`config.mk`:
```
export PLATFORM = sky130hd
export DESIGN_NAME = aes_round_ctrl
export DESIGN_NICKNAME = d
export VERILOG_FILES = /design/src/rtl/aes_round_ctrl.sv
export SDC_FILE = /design/constraint.sdc
export NUM_CORES = 1
export LEC_CHECK = 0
export ABC_CLOCK_PERIOD_IN_PS = 1500
export BUFFER_PORTS_ARGS = -buffer_cell sky130_fd_sc_hd__buf_2
export CORE_AREA = 5 5 252 254
export CTS_CLUSTER_DIAMETER = 50
export DETAILED_ROUTE_END_ITERATION = 8
export DIE_AREA = 0 0 257 259
export PLACE_DENSITY = 0.48
export SYNTH_ARGS = -nofsm -noshare
export SYNTH_HDL_FRONTEND = slang
export SYNTH_SLANG_ARGS = --single-unit
```
`constraint.sdc`:
```
create_clock -name clk -period 1.5 [get_ports clk]
set_clock_uncertainty 0.1 [all_clocks]
set_input_delay 0.3 -clock clk [delete_from_list [all_inputs] [get_ports clk]]
set_output_delay 0.3 -clock clk [all_outputs]
set_load 0.01 [all_outputs]
```
`src/rtl/aes_round_ctrl.sv`:
```
// aes_round_ctrl -- iterative AES encryption round controller.
//
// Accepts one 128-bit plaintext block, applies the initial AddRoundKey,
// then steps an external round datapath NR times (one round per clock)
// and holds the ciphertext until the consumer takes it. The key schedule
// and the round datapath live outside this block and are both
// combinational in the cycle they are addressed.
//
// Parameters:
//   NR         number of cipher rounds after the initial AddRoundKey (1..15)
//
// Ports:
//   clk        rising-edge clock
//   rst_n      asynchronous active-low reset
//   flush      (only with AES_CTRL_FLUSH_EN) abandon any block, back to IDLE
//   in_valid   plaintext offered            in_ready   controller idle
//   in_block   plaintext block
//   rk_idx     round-key index to key sched rk         round key for rk_idx
//   dp_block   state into round datapath    dp_final   last round (no MixColumns)
//   dp_result  round datapath output
//   out_valid  ciphertext held              out_ready  consumer takes it
//   out_block  ciphertext (always the state register)
//   busy       controller not idle
//
// Build option: define AES_CTRL_FLUSH_EN to add the flush input.

module aes_round_ctrl #(
  parameter int NR = 10
) (
  input  logic         clk,
  input  logic         rst_n,
`ifdef AES_CTRL_FLUSH_EN
  input  logic         flush,
`endif
  input  logic         in_valid,
  output logic         in_ready,
  input  logic [127:0] in_block,
  output logic [3:0]   rk_idx,
  input  logic [127:0] rk,
  output logic [127:0] dp_block,
  output logic         dp_final,
  input  logic [127:0] dp_result,
  output logic         out_valid,
  input  logic         out_ready,
  output logic [127:0] out_block,
  output logic         busy
);

  localparam logic [3:0] NR_L = 4'(NR);

  typedef enum logic [1:0] {
    IDLE  = 2'd0,
    ROUND = 2'd1,
    DONE  = 2'd2
  } state_t;

  state_t       state;
  logic [3:0]   rnd;
  logic [127:0] st;

  // rnd is held at 0 whenever the controller is idle, so it doubles as the
  // key-schedule index in every state without extra muxing.
  assign rk_idx    = rnd;
  assign dp_block  = st;
  assign out_block = st;

  // Status flags are registered alongside the state so every output comes
  // straight from a flop.
  always_ff @(posedge clk or negedge rst_n) begin
    if (!rst_n) begin
      state     <= IDLE;
      rnd       <= 4'd0;
      st        <= '0;
      in_ready  <= 1'b1;
      out_valid <= 1'b0;
      busy      <= 1'b0;
      dp_final  <= 1'b0;
    end else begin
`ifdef AES_CTRL_FLUSH_EN
      if (flush) begin
        state     <= IDLE;
        rnd       <= 4'd0;
        st        <= '0;
        in_ready  <= 1'b1;
        out_valid <= 1'b0;
        busy      <= 1'b0;
        dp_final  <= 1'b0;
      end else begin
`else
      begin
`endif
        case (state)
          IDLE: begin
            if (in_valid) begin
              // Initial AddRoundKey uses round key 0, addressed while idle.
              st       <= in_block ^ rk;
              rnd      <= 4'd1;
              state    <= ROUND;
              in_ready <= 1'b0;
              busy     <= 1'b1;
              dp_final <= (NR_L == 4'd1);
            end
          end

          ROUND: begin
            st <= dp_result;
            if (rnd == NR_L) begin
              // rnd stays at NR through DONE; it is cleared on the way out.
              state     <= DONE;
              out_valid <= 1'b1;
              dp_final  <= 1'b0;
            end else begin
              rnd      <= rnd + 4'd1;
              dp_final <= ((rnd + 4'd1) == NR_L);
            end
          end

          DONE: begin
            if (out_ready) begin
              state     <= IDLE;
              rnd       <= 4'd0;
              out_valid <= 1'b0;
              in_ready  <= 1'b1;
              busy      <= 1'b0;
            end
          end

          default: begin
            state     <= IDLE;
            rnd       <= 4'd0;
            in_ready  <= 1'b1;
            out_valid <= 1'b0;
            busy      <= 1'b0;
            dp_final  <= 1'b0;
          end
        endcase
      end
    end
  end

endmodule

```
Yosys cells after proc, flatten, opt, wreduce, memory -nomap -nowiden
Index checks and enable logic that the tools add are counted.
Widths: inputs -> output; s select.
{"block": "totals", "input_bits": 388, "output_inout_bits": 264, "wordCells": 48, "ff_bits": 138}
{"block": "op_classes", "add_sub_neg": 1, "n_reduce_logical": 8, "n_mux": 20, "bitwise": 4, "n_eq_ne": 8}
{"op": "$pmux 128 s2", "n": 1}
{"op": "$mux 128", "n": 1}
{"op": "$xor 128x128->128", "n": 1}
{"op": "$mux 4", "n": 3}
{"op": "$pmux 1 s3", "n": 4}
{"op": "$pmux 4 s3", "n": 1}
{"op": "$reduce_and 3->1", "n": 4}
{"op": "$eq 4x4->1 const B", "n": 2}
{"op": "$ne 2x2->1 const B", "n": 4}
{"op": "$mux 1", "n": 6}
{"op": "$mux 2", "n": 3}
{"op": "$pmux 2 s3", "n": 1}
{"op": "$add 4x1->4 const B", "n": 1}
{"op": "$reduce_and 2->1", "n": 2}
{"op": "$not 1->1", "n": 3}
{"op": "$eq 2x1->1 const B", "n": 1}
{"op": "$eq 2x2->1 const B", "n": 1}
{"op": "$logic_not 2->1", "n": 1}
{"op": "$reduce_bool 2->1", "n": 1}

Logic depth before layout (Yosys ltp)
Gate-level depths: netlist (run 1).
{"block": "depth", "ltp_word": 4, "ltp_mapped": 7}

Least setup slack after synthesis (run 1)
Ideal clock, no wire load.
{"block": "synth_path", "path_type": "reg-to-reg", "start": "reg rnd[0] (netlist: rk_idx[0])", "end": "reg rnd[0] (netlist: rk_idx[0])", "period_less_slack_ns": 1.600, "setup_slack_ns": -0.100, "n_path_buf": 0, "arrival_time_ns": 1.375, "t_required_ns": 1.275, "stages_incl_launch_ff": 6, "path_cell_list": "dfrtp_1 > inv_1 > ha_1 > nand3b_1 > o32ai_2 > mux2_2"}
{"block": "synth_via", "elab_chain_len": 3, "word_cells_on_any_way": 6, "classes_between": "1 x add/sub; 2 x eq/ne; 2 x mux; 1 x reduce/logical"}
{"element": "start: declaration", "line": "58", "rtl": "logic [3:0] rnd;"}
{"element": "start signal: assignment", "line": "113", "rtl": "rnd <= rnd + 4'd1;"}
{"element": "$add 4x1->4 / $eq 4x4->1 (equally long branches)", "line": "113, 107"}
{"element": "$mux 4 / $ne 2x2->1 (equally long branches)"}
{"element": "$pmux 4 s3 / $reduce_and 3->1 (equally long branches)"}
Parallel ways exist; a longest one is shown, timed or not. The select of a mux whose other input is x is not followed.
A chain may end at the register's enable or synchronous reset.

Worst setup path after layout (run 1)
{"block": "layout_path", "start": "reg state[1]", "end": "reg st[59] (netlist: dp_block[59])"}
{"block": "layout_via", "elab_chain_len": 3, "word_cells_on_any_way": 6, "classes_between": "2 x eq/ne; 1 x mux; 3 x reduce/logical"}
{"element": "start: declaration", "line": "57", "rtl": "state_t state;"}
{"element": "start signal: assignment", "line": "71", "rtl": "state <= IDLE;"}
{"element": "start signal: assignment", "line": "98", "rtl": "state <= ROUND;"}
{"element": "start signal: assignment", "line": "109", "rtl": "state <= DONE;"}
{"element": "$eq 2x1->1 / $logic_not 2->1 (equally long branches)", "line": "92", "rtl": "case (state)"}
{"element": "$reduce_bool 2->1 (no source line) / $ne 2x2->1 (equally long branches)"}
{"element": "$reduce_and 2->1 (no source line)"}
{"element": "end signal: assignment", "line": "96", "rtl": "st <= in_block ^ rk;"}
{"element": "end signal: assignment", "line": "106", "rtl": "st <= dp_result;"}
{"element": "end: declaration", "line": "59", "rtl": "logic [127:0] st;"}
Parallel ways exist; a longest one is shown, timed or not.

==> summary.txt, run 1 <==
Outcome
  • Outcome: complete, but fails checks
  • Failing checks: negative setup slack

Logic synthesis
  • Largest area contributor in the netlist: dfrtp_1
  • Cell Area, Synth: around 9500 µm²
  • Sequential area share after synthesis: 36.55%
  • Async SR Flop Fraction: 100.0%
  • Share of the synthesized area in the top cell type: 36.27%
  • Mean Syn Cell Area: 10.63 µm²
  • Post-synth EDFFs: 0
  • Library cells used by synthesis: 34
  • #FFs+latches synth: approximately 140
  • Synth area leaders: dfrtp_1, xor2_1, o22ai_2
  • Primary FF master, synth: dfrtp_1
  • Net Count, Synth: 1280
  • Synth Warn #: 0
  • Top cells by count, synth: o22ai_1, dfrtp_1, buf_4, xor2_1
  • Most numerous cell in the Yosys netlist: o22ai_1
  • Post-Syn Instances: 889

Power and ir drop
  • Power per cell area: 1612 nW/µm²
  • Peak VDD IR: 0.8393 mV
  • Tot Pwr: 26500 µW
  • Static Leakage: between 0.007 and 0.008 µW

Worst hold path
  • WHS Endpoint: dp_block[28]
  • Hold path cells: 3
  • Hold Path Class: in2reg
  • Hold Startpoint: dp_result[28]

Clock tree
  • TritonCTS Buffers: 17
  • Clock sink count: 138
  • Clock transition at the registers of the reported paths: roughly 0.060 ns
  • Deepest clock path buffer count: 2
  • Clk root buf: clkbuf_16
  • CTS H-tree lvls: 4
  • CTS tree: built
  • Skew-Pair Late Insertion Delay: 0.46 ns

Timing
  • Setup violators final: 12
  • Worst slew pin tran: 0.4399 ns
  • Final Hold Fails: 0
  • RSZ-0062 raised after global routing: true
  • Period utilization: 101.8%
  • Maximum clock rate: 0.6548 GHz
  • Final Critical Period: 1.527 ns
  • Max-slew violation count: 0
  • Final hold slack: 0.04054 ns
  • Worst setup margin: -0.02712 ns
  • Max-slew headroom: 70.68%

Setup path
  • Worst reg-to-reg setup slack: -0.03 ns
  • Worst setup EP type: flip-flop
  • Crit path required time: 1.73 ns
  • Crit start category: flip-flop
  • R2R Path End: dp_block[59]
  • Worst r2r path cells: 5
  • Worst path slowest cell: dfrtp_2
  • Critical Path Most Common Cell: buf_12
  • Worst Path Buf+Inv: 2
  • Max FO, Critical Path: 17
  • CP arrival: 1.76 ns
  • Top cell family by delay on the critical path: flip-flops
  • Setup CP Type: reg2reg
  • Crit-path cells: nand2b_4 > buf_12 > buf_12 > o22ai_1 > a21oi_2
  • Max incr delay on CP: around 0.46 ns
  • Worst R2R Start: state[1]

Floorplanning
  • Initial Utilization: 15.49%
  • Die H: about 260 µm
  • Die area: approximately 67000 µm²
  • Ports: around 650
  • Area of the core: 61030 µm²
  • Row cnt: 91
  • Die extent in x: 257 µm

Global routing
  • Initial antenna violation count: 2
  • Grt total ovfl: 0
  • Largest net degree at the start of global routing: 63
  • GRT Overall Usage: 11.18%
  • Vias in the first global route: 10620
  • First-pass GRT wire length: slightly below 60000 µm

Run
  • Max-cap violations: 0

Final layout
  • Fraction of layout cells with a size suffix above 1: 66.96%
  • Post-route design area: 16430 µm²
  • Area delta synth->final: 73.86%
  • Fin nets: 2058
  • Final Core Density: 26.93%
  • Fillers: between 6000 and 7000

Place
  • Placed Area: 13170 µm²
  • Post-DP HPWL: 30690 µm
  • Post-placement setup slack: -0.04243 ns
  • GPL Wtd Cong: 0.8539
  • I/O Buffers: 651

Drt
  • Met2 routed WL: 21010 µm
  • Via count: 10140
  • DRT met1 WL: 16070 µm
  • Max Used Layer: met4
  • Final wirelength: 41560 µm
  • Routed vias/inst: between 4 and 5
  • Metal3 WL: 3017 µm
  • Final ANT Viol Nets: 0
  • Drt pass-1 iters: 4
  • Drt wl/cell: 16.81 µm
  • Initial DRC count: 428
  • Drc violations: 0
==> metrics by stage <==
step,TNS (ns),cells
global route,-2.546,2472
finish,-0.1621,2472
global placement,0,2219
CTS,-0.7961,2425
detailed placement,-0.5168,2219
floorplan,-0.02488,889
==> report_power, final <==
part	switching (µW)	internal (µW)	leakage [µW]
Combinational	7400	7540	0.00568
Sequential	1820	5280	0.00155
Clock	1740	2710	0.000286
Total	11000	15500	0.00752
==> worst min-delay path, delay by kind of cell <==
family | cells | cell delay, ns
buffers and inverters | 1 | 0.13
AOI/OAI and AO/OA | 2 | 0.14
==> cell families (layout without fill, tap and decap cells) <==
group	Yosys count	count (layout)	share of synthesized area, %
AO/OA/AOI/OAI	398	398	34.02
buffers and inverters	205	996	15.92
flip-flops	138	138	36.55
XOR/XNOR	130	130	12.04
AND/OR/NAND/NOR	14	14	0.9530
adder cells (fa/ha/maj)	3	3	0.3971
multiplexers	1	1	0.1191
other	0	2	0
==> cell usage in the layout, fill, tap and decap left out, drive strengths merged <==
master,netlist,routed
nand2b,2,2
nor2,2,2
and2,1,1
dfstp,1,1
nand4,1,1
o2bb2ai,3,3
o32ai,1,1
nand2,1,1
nor2b,2,2
dfrtp,137,137
mux2,1,1
a31o,1,1
o21ai,3,3
ha,3,3
nand3b,2,2
inv,5,5
or3,1,1
xnor2,1,1
nand3,2,2
dlygate4sd3,0,119
buf,194,837
o22ai,256,256
clkbuf,6,30
a2bb2oi,1,1
a31oi,2,2
clkinvlp,0,3
a21oi,131,131
diode,0,2
bufinv,0,2
xor2,129,129
==> registers in the layout, indices dropped and copies added (netlist names) <==
signal,count
state,2
rk_idx,4
out_valid,1
dp_block,128
busy,1
dp_final,1
in_ready,1
==> worst max-delay path by stage <==
| stage | startpoint | end | cells after the start |
|---|---|---|---|
| finish | state[1] | dp_block[59] | 5 |
| global route | in_ready | in_ready | 1 |
| CTS | in_ready | in_ready | 1 |
| detailed placement | state[1] | dp_block[3] | 4 |
| global placement | state[1] | dp_block[106] | 5 |
| floorplan | rk_idx[0] | rk_idx[0] | 5 |
==> repair_timing <==
item	in CTS	in global routing
setup endpoints to repair	170	177
gates resized for setup	50	82
gates cloned	0	3
pin swaps	0	9
hold endpoints to repair	256	0
setup buffers	56	42
hold buffers	119	0
==> routing by layer <==
metal  vias up  GRT usage (%)
li1       4741              -
met1      4876          12.46
met2       455          19.56
met3        66          3.414
met4         0          5.234
met5         -              0
==> area by class of cell <==
class	count	area (µm²)	area share [%]
diodes	2	5.005	0.03045
clock buffers	27	523.0	3.182
clock inverters	5	82.58	0.5025
inverters	5	26.28	0.1599
multi-input cells	546	4820	29.33
flip-flops and latches	138	3483	21.20
well taps	790	988.4	6.014
repair buffers	959	6506	39.59
No activity file was read; power rests on OpenSTA's default activity.
==> inputs of run 2 (changes only) <==
==> config.mk (replaced) <==
export PLATFORM = sky130hd
export DESIGN_NAME = aes_round_ctrl
export DESIGN_NICKNAME = d
export VERILOG_FILES = /design/src/rtl/aes_round_ctrl.sv
export SDC_FILE = /design/constraint.sdc
export NUM_CORES = 1
export LEC_CHECK = 0
export ABC_CLOCK_PERIOD_IN_PS = 1500
export BUFFER_PORTS_ARGS = -buffer_cell sky130_fd_sc_hd__buf_4
export CELL_PAD_IN_SITES_DETAIL_PLACEMENT = 0
export CELL_PAD_IN_SITES_GLOBAL_PLACEMENT = 1
export CORE_AREA = 5 5 251 253
export CTS_CLUSTER_DIAMETER = 50
export DETAILED_ROUTE_END_ITERATION = 8
export DIE_AREA = 0 0 256 258
export PLACE_DENSITY = 0.59
export SKIP_LAST_GASP = 1
export SYNTH_ARGS = -nofsm -noshare
export SYNTH_HDL_FRONTEND = slang
export SYNTH_SLANG_ARGS = --single-unit
==> run 2 against run 1 <==
  * The run still ends with negative setup slack left
  * Register-to-register slack worse by 0.02 ns
  * Die area down 0.77%
  * Final area up 12%
  * Count of clock-buffer cells in the layout down 7
  * Via count up 1.7%
  * Sequential share of layout area down 2.0 points
  * Clock power down 4%
  * Non-clock buffer count up 58
  * Fmax down 1.1%
  * Critical endpoint is now rk_idx[0]
  * Largest power group unchanged
  * Highest routed layer is now met5
==> summary.txt, run 2 (synthesized netlist as in run 1, its figures left out) <==
Place
  • Placed Area: 14970 µm² (+14%)
  • I/O Buffers: 651 (unchanged)
  • Post-DP HPWL: 34110 µm (+11%)
  • Dpl cells: 2244 (+1.1%)
  • GPL Wtd Cong: 0.7933 (-7.1%)
  • Post-placement setup slack: 0.01199 ns (+0.05442 ns)

Setup path
  • CP arrival: 1.79 ns (+0.03 ns)
  • Setup CP Type: reg2reg
  • End of the critical path: rk_idx[0]
  • R2R Path End: rk_idx[0]
  • Max incr delay on CP: 0.42 ns (-0.04 ns)
  • Critical path depth: 6 (+1)
  • Worst Path Buf+Inv: 2 (unchanged)
  • Top cell family by delay on the critical path: flip-flops
  • Worst path slowest cell: dfrtp_2
  • Crit-path cells: buf_6 > inv_4 > ha_4 > nand3b_1 > o32ai_4 > mux2_4
  • Worst R2R Start: rk_idx[0]
  • Crit path required time: 1.74 ns (about the same)
  • Worst setup EP type: flip-flop
  • Critical path launch point: rk_idx[0]
  • Crit start category: flip-flop
  • Max FO, Critical Path: 2 (-15)
  • Worst r2r path cells: 6 (+1)
  • Worst reg-to-reg setup slack: -0.04 ns (-0.02 ns)

Power and ir drop
  • Static Leakage: 0.008304 µW (+10%)
  • NetSw: 11420 µW (+4.2%)
  • Peak VDD IR: 0.8333 mV (-0.71%)
  • Clock power share: 14.7% (-2.1 points)
  • Power per cell area: 1579 nW/µm² (-2.1%)
  • Net Sw Frac: 39.30% (-2.1 points)
  • Combinational power share: 59.6% (+3.2 points)
  • Sequential share of power: 25.7% (-1.1 points)
  • Internal Power: 17640 µW (+14%)

Timing
  • Final Hold Fails: 0 (unchanged)
  • Setup violators final: 5 (-7)
  • RSZ-0062 raised after global routing: true
  • Period utilization: 103.0% (+1.2 points)
  • Maximum clock rate: 0.6474 GHz (-1.1%)
  • Final Critical Period: 1.545 ns (+0.01741 ns)
  • Worst slew pin tran: 0.3931 ns (-0.04672 ns)
  • Total Neg Setup Slack: -0.1031 ns (+0.05908 ns)
  • Max-slew violation count: 0 (unchanged)
  • Worst setup margin: -0.04453 ns (-0.01741 ns)
  • Max-slew headroom: 73.70% (+3.0 points)

Clock tree
  • Clock transition at the registers of the reported paths: 0.07 ns (about the same)
  • Clk root buf: clkbuf_16
  • CTS tree: built
  • Clock sink count: 138 (unchanged)
  • Deepest clock path buffer count: 2 (unchanged)
  • Skew-Pair Late Insertion Delay: 0.46 ns (about the same)
  • TritonCTS Buffers: 17 (unchanged)
  • CTS H-tree lvls: 4 (unchanged)

Drt
  • Final ANT Viol Nets: 0 (unchanged)
  • Drt wl/cell: 17.40 µm (+3.5%)
  • Drt pass-1 iters: 4 (unchanged)
  • Routed vias/inst: 4.080 (-0.53%)
  • Via count: 10310 (+1.7%)
  • Initial DRC count: 374 (-13%)
  • Final wirelength: 43990 µm (+5.8%)
  • Drc violations: 0 (unchanged)

Global routing
  • Largest net degree at the start of global routing: 60 (-4.8%)
  • First-pass GRT wire length: 65760 µm (+11%)
  • Vias in the first global route: 11420 (+7.6%)
  • Initial antenna violation count: 1 (-1)
  • Grt total ovfl: 0 (unchanged)
  • GRT Overall Usage: 12.65% (+1.5 points)

Floorplanning
  • Row cnt: 91 (unchanged)
  • Area of the core: 60800 µm² (-0.37%)
  • Ports: 652 (unchanged)
  • Die area: 66050 µm² (-0.77%)
  • Initial Utilization: 15.55% (+0.058 points)
  • Die extent in x: 256 µm (-0.39%)
  • Die H: 258 µm (-0.39%)

Worst hold path
  • Hold Path Class: in2reg

Final layout
  • Fin nets: 2116 (+2.8%)
  • Number of flip-flops in the largest register: 128 (unchanged)
  • Non-Filler Instances: 2528 (+2.3%)
  • Most frequent cells in the layout: buf_4, o22ai_1, buf_6
  • ANT cells: 0 (-2)
  • Most common cell after layout, fill and taps aside: buf_4
  • Fraction of layout cells with a size suffix above 1: 67.38% (+0.41 points)
  • Final Core Density: 30.28% (+3.3 points)
  • Area delta synth->final: 94.73%
  • Post-route design area: 18410 µm² (+12%)

Outcome
  • Outcome: complete, but fails checks
  • Failing checks: negative setup slack

Run
  • Max-cap violations: 0 (unchanged)
## run 2: cell types whose count changed in the layout (fill, tap and decap cells not counted), sizes merged
cell	change
dlygate4sd3	+6
clkinvlp	-1
inv	+3
diode	-2
clkinv	+6
clkbuf	-10
buf	+55
bufinv	-1
## run 2: final cells by class
type	count	area (µm²)
Inverter	5	28.78
Sequential cell	138	3528
Tap cell	790	988.4
Fill cell	6277	42390
Clock buffer	20	456.7
Timing Repair Buffer	1017	8738
Multi-Input combinational cell	546	4551
Clock inverter	12	116.4
## run 2: power by group through the flow
stage               combinational (µW)  clock [µW]  sequential, µW
floorplan                         7170           0            7520
global placement                 13500           0            7540
global route                     18400        4630            7690
detailed placement               13600           0            7590
CTS                              16700        4480            7450
finish                           17300        4270            7470
## run 2: worst min-delay path by stage
stage | start | end | slack [ns] | depth (start not counted)
6_report | dp_result[30] | dp_block[30] | 0.06 | 3
5_1_grt | dp_result[30] | dp_block[30] | 0.02 | 3
4_1_cts | dp_result[30] | dp_block[30] | 0.002 | 3
3_5_place_dp | rst_n | dp_block[4] | 0.04 | 1
3_3_place_gp | rst_n | dp_block[4] | 0.04 | 1
2_1_floorplan | rst_n | busy | -0.1 | 0
## run 2: what timing repair did
item                       4_1_cts  5_1_grt
pin swaps                        0        6
hold endpoints to repair       262        0
hold buffers                   125        0
resized for setup              159       50
setup buffers                  103       24
gates cloned                     0        0
setup endpoints to repair      229      250
## run 2: routing by layer
layer | wire (µm) | share of wire (%) | GRT usage (%)
met1 | 16960 | 39 | 13.80
met2 | 22900 | 52 | 23.00
met3 | 2873 | 6.5 | 3.999
met4 | 1230 | 2.8 | 4.768
met5 | 13 | 0.030 | 0
## run 2: tightest hold or removal path: cells and delay by family
| kind | cells | cell delay (ns) |
|---|---|---|
| AO/OA/AOI/OAI | 2 | 0.17 |
| buffers and inverters | 1 | 0.11 |
## run 2: per-stage QoR
stage	power, µW	hold slack [ns]
floorplan	14690	-0.09559
global placement	21030	0.04257
detailed placement	21140	0.04174
CTS	28640	0.001776
global route	30770	0.01665
finish	29060	0.05901
==> inputs of run 3 (changes only) <==
==> constraint.sdc (replaced) <==
create_clock -name clk -period 1.5 [get_ports clk]
set_clock_uncertainty 0.1 [all_clocks]
set_input_delay 0.075 -clock clk [delete_from_list [all_inputs] [get_ports clk]]
set_output_delay 0.075 -clock clk [all_outputs]
set_load 0.01 [all_outputs]
==> run 3 against run 2 <==
  * The run still ends with negative setup slack left
  * Hold slack gained 0.18 ns
  * Via count grew 5.2%
  * Critical path depth shrank 1
  * Global-route usage grew 0.48 points
  * Critical path type unchanged
==> summary.txt, run 3 (synthesized netlist as in run 1, its figures left out) <==
Outcome
  • Outcome: complete, but fails checks
  • Failing checks: negative setup slack

Floorplanning
  • Die H: 258 µm (unchanged)
  • Ports: 652 (unchanged)
  • Initial Utilization: 15.55% (unchanged)
  • Die extent in x: 256 µm (unchanged)
  • Area of the core: 60800 µm² (unchanged)
  • Die area: 66050 µm² (unchanged)
  • Row cnt: 91 (unchanged)

Clock tree
  • Deepest clock path buffer count: 2 (unchanged)
  • TritonCTS Buffers: 17 (unchanged)
  • Clock sink count: 138 (unchanged)
  • CTS H-tree lvls: 4 (unchanged)
  • CTS tree: built
  • Skew-Pair Late Insertion Delay: 0.46 ns (about the same)
  • Post-CTS Setup Bufs: 0 (-100%)
  • Clock transition at the registers of the reported paths: 0.06 ns (about the same)
  • Clk root buf: clkbuf_16

Final layout
  • Area delta synth->final: 104.9%
  • Most common cell after layout, fill and taps aside: buf_4
  • Non-Filler Instances: 2653 (+4.9%)
  • Fin nets: 2240 (+5.9%)
  • Most frequent cells in the layout: buf_4, dlygate4sd3_1, o22ai_1
  • Sequential cell area: 3458 µm² (-2.0%)
  • Area of the multi-input gates: 4516 µm² (-0.77%)
  • Fraction of layout cells with a size suffix above 1: 51.99% (-15 points)
  • Number of flip-flops in the largest register: 128 (unchanged)
  • Fillers: 6161 (-1.8%)
  • Final Core Density: 31.85% (+1.6 points)

Drt
  • Initial DRC count: 352 (-5.9%)
  • Routed vias/inst: 4.090 (+0.27%)
  • Drt pass-1 iters: 5 (+1)
  • Final ANT Viol Nets: 0 (unchanged)
  • Final wirelength: 45580 µm (+3.6%)
  • Via count: 10850 (+5.2%)
  • Drt wl/cell: 17.18 µm (-1.2%)
  • Drc violations: 0 (unchanged)

Timing
  • Period utilization: 100.3% (-2.6 points)
  • Final hold slack: 0.2358 ns (+0.1768 ns)
  • RSZ-0062 raised after global routing: true
  • Max-slew headroom: 63.61% (-10 points)
  • Worst slew pin tran: 0.5458 ns (+0.1526 ns)
  • Final Critical Period: 1.505 ns (-0.03954 ns)
  • Setup violators final: 2 (-3)
  • Maximum clock rate: 0.6645 GHz (+2.6%)
  • Worst setup margin: -0.004984 ns (+0.03954 ns)
  • Final Hold Fails: 0 (unchanged)
  • Max-slew violation count: 0 (unchanged)

Place
  • Dpl cells: 2230 (-0.62%)
  • I/O Buffers: 651 (unchanged)
  • Post-DP HPWL: 33950 µm (-0.48%)
  • GPL Wtd Cong: 0.7957 (+0.30%)

Setup path
  • Crit start category: flip-flop
  • Setup CP Type: reg2reg
  • Worst R2R Start: state[1]
  • Worst r2r path cells: 5 (-1)
  • End of the critical path: dp_block[48]
  • Crit path required time: 1.79 ns (+0.05 ns)
  • Critical path launch point: state[1]
  • R2R Path End: dp_block[48]
  • CP arrival: 1.80 ns (about the same)
  • Worst reg-to-reg setup slack: -0.005 ns (+0.04 ns)
  • Max FO, Critical Path: 63 (+61)
  • Worst setup EP type: flip-flop

Global routing
  • First-pass GRT wire length: 68960 µm (+4.9%)
  • Initial antenna violation count: 2 (+1)
  • GRT Overall Usage: 13.13% (+0.48 points)
  • Vias in the first global route: 11970 (+4.8%)
  • Largest net degree at the start of global routing: 65 (+8.3%)
  • Grt total ovfl: 0 (unchanged)

Power and ir drop
  • Peak VDD IR: 0.8462 mV (+1.6%)
  • Static Leakage: 0.008606 µW (+3.6%)
  • Power per cell area: 1360 nW/µm² (-14%)

Run
  • Max-cap violations: 0 (unchanged)

Worst hold path
  • Hold Path Class: in2async
==> run 3: changes by cell type in the layout (fill, tap and decap cells not counted), moves of 2 or more <==
cell	before	now
clkbuf_1	1	4
clkinv_4	4	0
dfrtp_1	78	134
clkbuf_8	2	5
buf_4	730	732
inv_6	4	1
dfrtp_2	59	3
buf_6	142	2
buf_12	19	16
dlygate4sd3_1	125	388
ha_1	1	3
==> run 3: timing repair <==
action | in CTS | in global routing
hold buffers | 389 | 0
endpoints found under the hold margin | 269 | 0
cloned | 0 | 1
resized for setup | 3 | 3
pin swaps | 0 | 2
endpoints found under the setup margin | 7 | 71
==> run 3: layout make-up <==
| type | count | share of cell area, % |
|---|---|---|
| Timing Repair Buffer | 1141 | 50.62 |
| Clock inverter | 6 | 0.3231 |
| Sequential cell | 138 | 17.86 |
| Inverter | 5 | 0.1357 |
| Clock buffer | 26 | 2.630 |
| Tap cell | 790 | 5.104 |
| Antenna cell | 1 | 0.01292 |
| Multi-Input combinational cell | 546 | 23.32 |
==> run 3: worst min path at each step <==
stage / slack [ns] / cells past startpoint / end
floorplan: -0.32 / 0 / busy
global placement: -0.03 / 1 / dp_block[94]
detailed placement: -0.03 / 1 / dp_block[95]
CTS: 0.19 / 2 / in_ready
global route: 0.23 / 2 / in_ready
finish: 0.24 / 2 / in_ready
==> run 3: power breakdown <==
| part | leakage [µW] | switching [µW] | total, µW | internal, µW |
|---|---|---|---|---|
| clock network | 0.000273 | 1760 | 4250 | 2490 |
| logic | 0.00677 | 6670 | 14500 | 7870 |
| registers | 0.00157 | 2320 | 7550 | 5230 |
| total | 0.00861 | 10700 | 26300 | 15600 |
==> run 3: per-layer routing <==
| layer | vias to the layer above | track usage (%) | wire length (µm) | share of wire (%) |
|---|---|---|---|---|
| met3 | 65 | 4.126 | 3124 | 6.9 |
| met1 | 5211 | 14.45 | 17780 | 39 |
| met4 | 2 | 5.382 | 1507 | 3.3 |
| li1 | 5101 | - | - | - |
| met5 | - | 0 | 13 | 0.029 |
| met2 | 473 | 23.52 | 23160 | 51 |
==> run 3: metrics by stage <==
stage | area, µm² | power, µW | setup TNS (ns) | worst slack [ns]
after floorplan | 9458 | 14690 | -0.02488 | -0.02488
after global placement | 14830 | 20930 | -0.01752 | -0.01752
after detailed placement | 14830 | 21070 | -0.02002 | -0.02002
after CTS | 19320 | 26640 | 0 | 0.01248
after global routing | 19360 | 27910 | -1.546 | -0.06109
final | 19360 | 26330 | -0.009008 | -0.004984
==> run 3: critical path, stage by stage (launching register included) <==
cell	delay, ns
dfrtp_2	0.46
buf_4	0.16
inv_4	0.07
buf_16	0.24
o22ai_1	0.18
a21oi_2	0.12
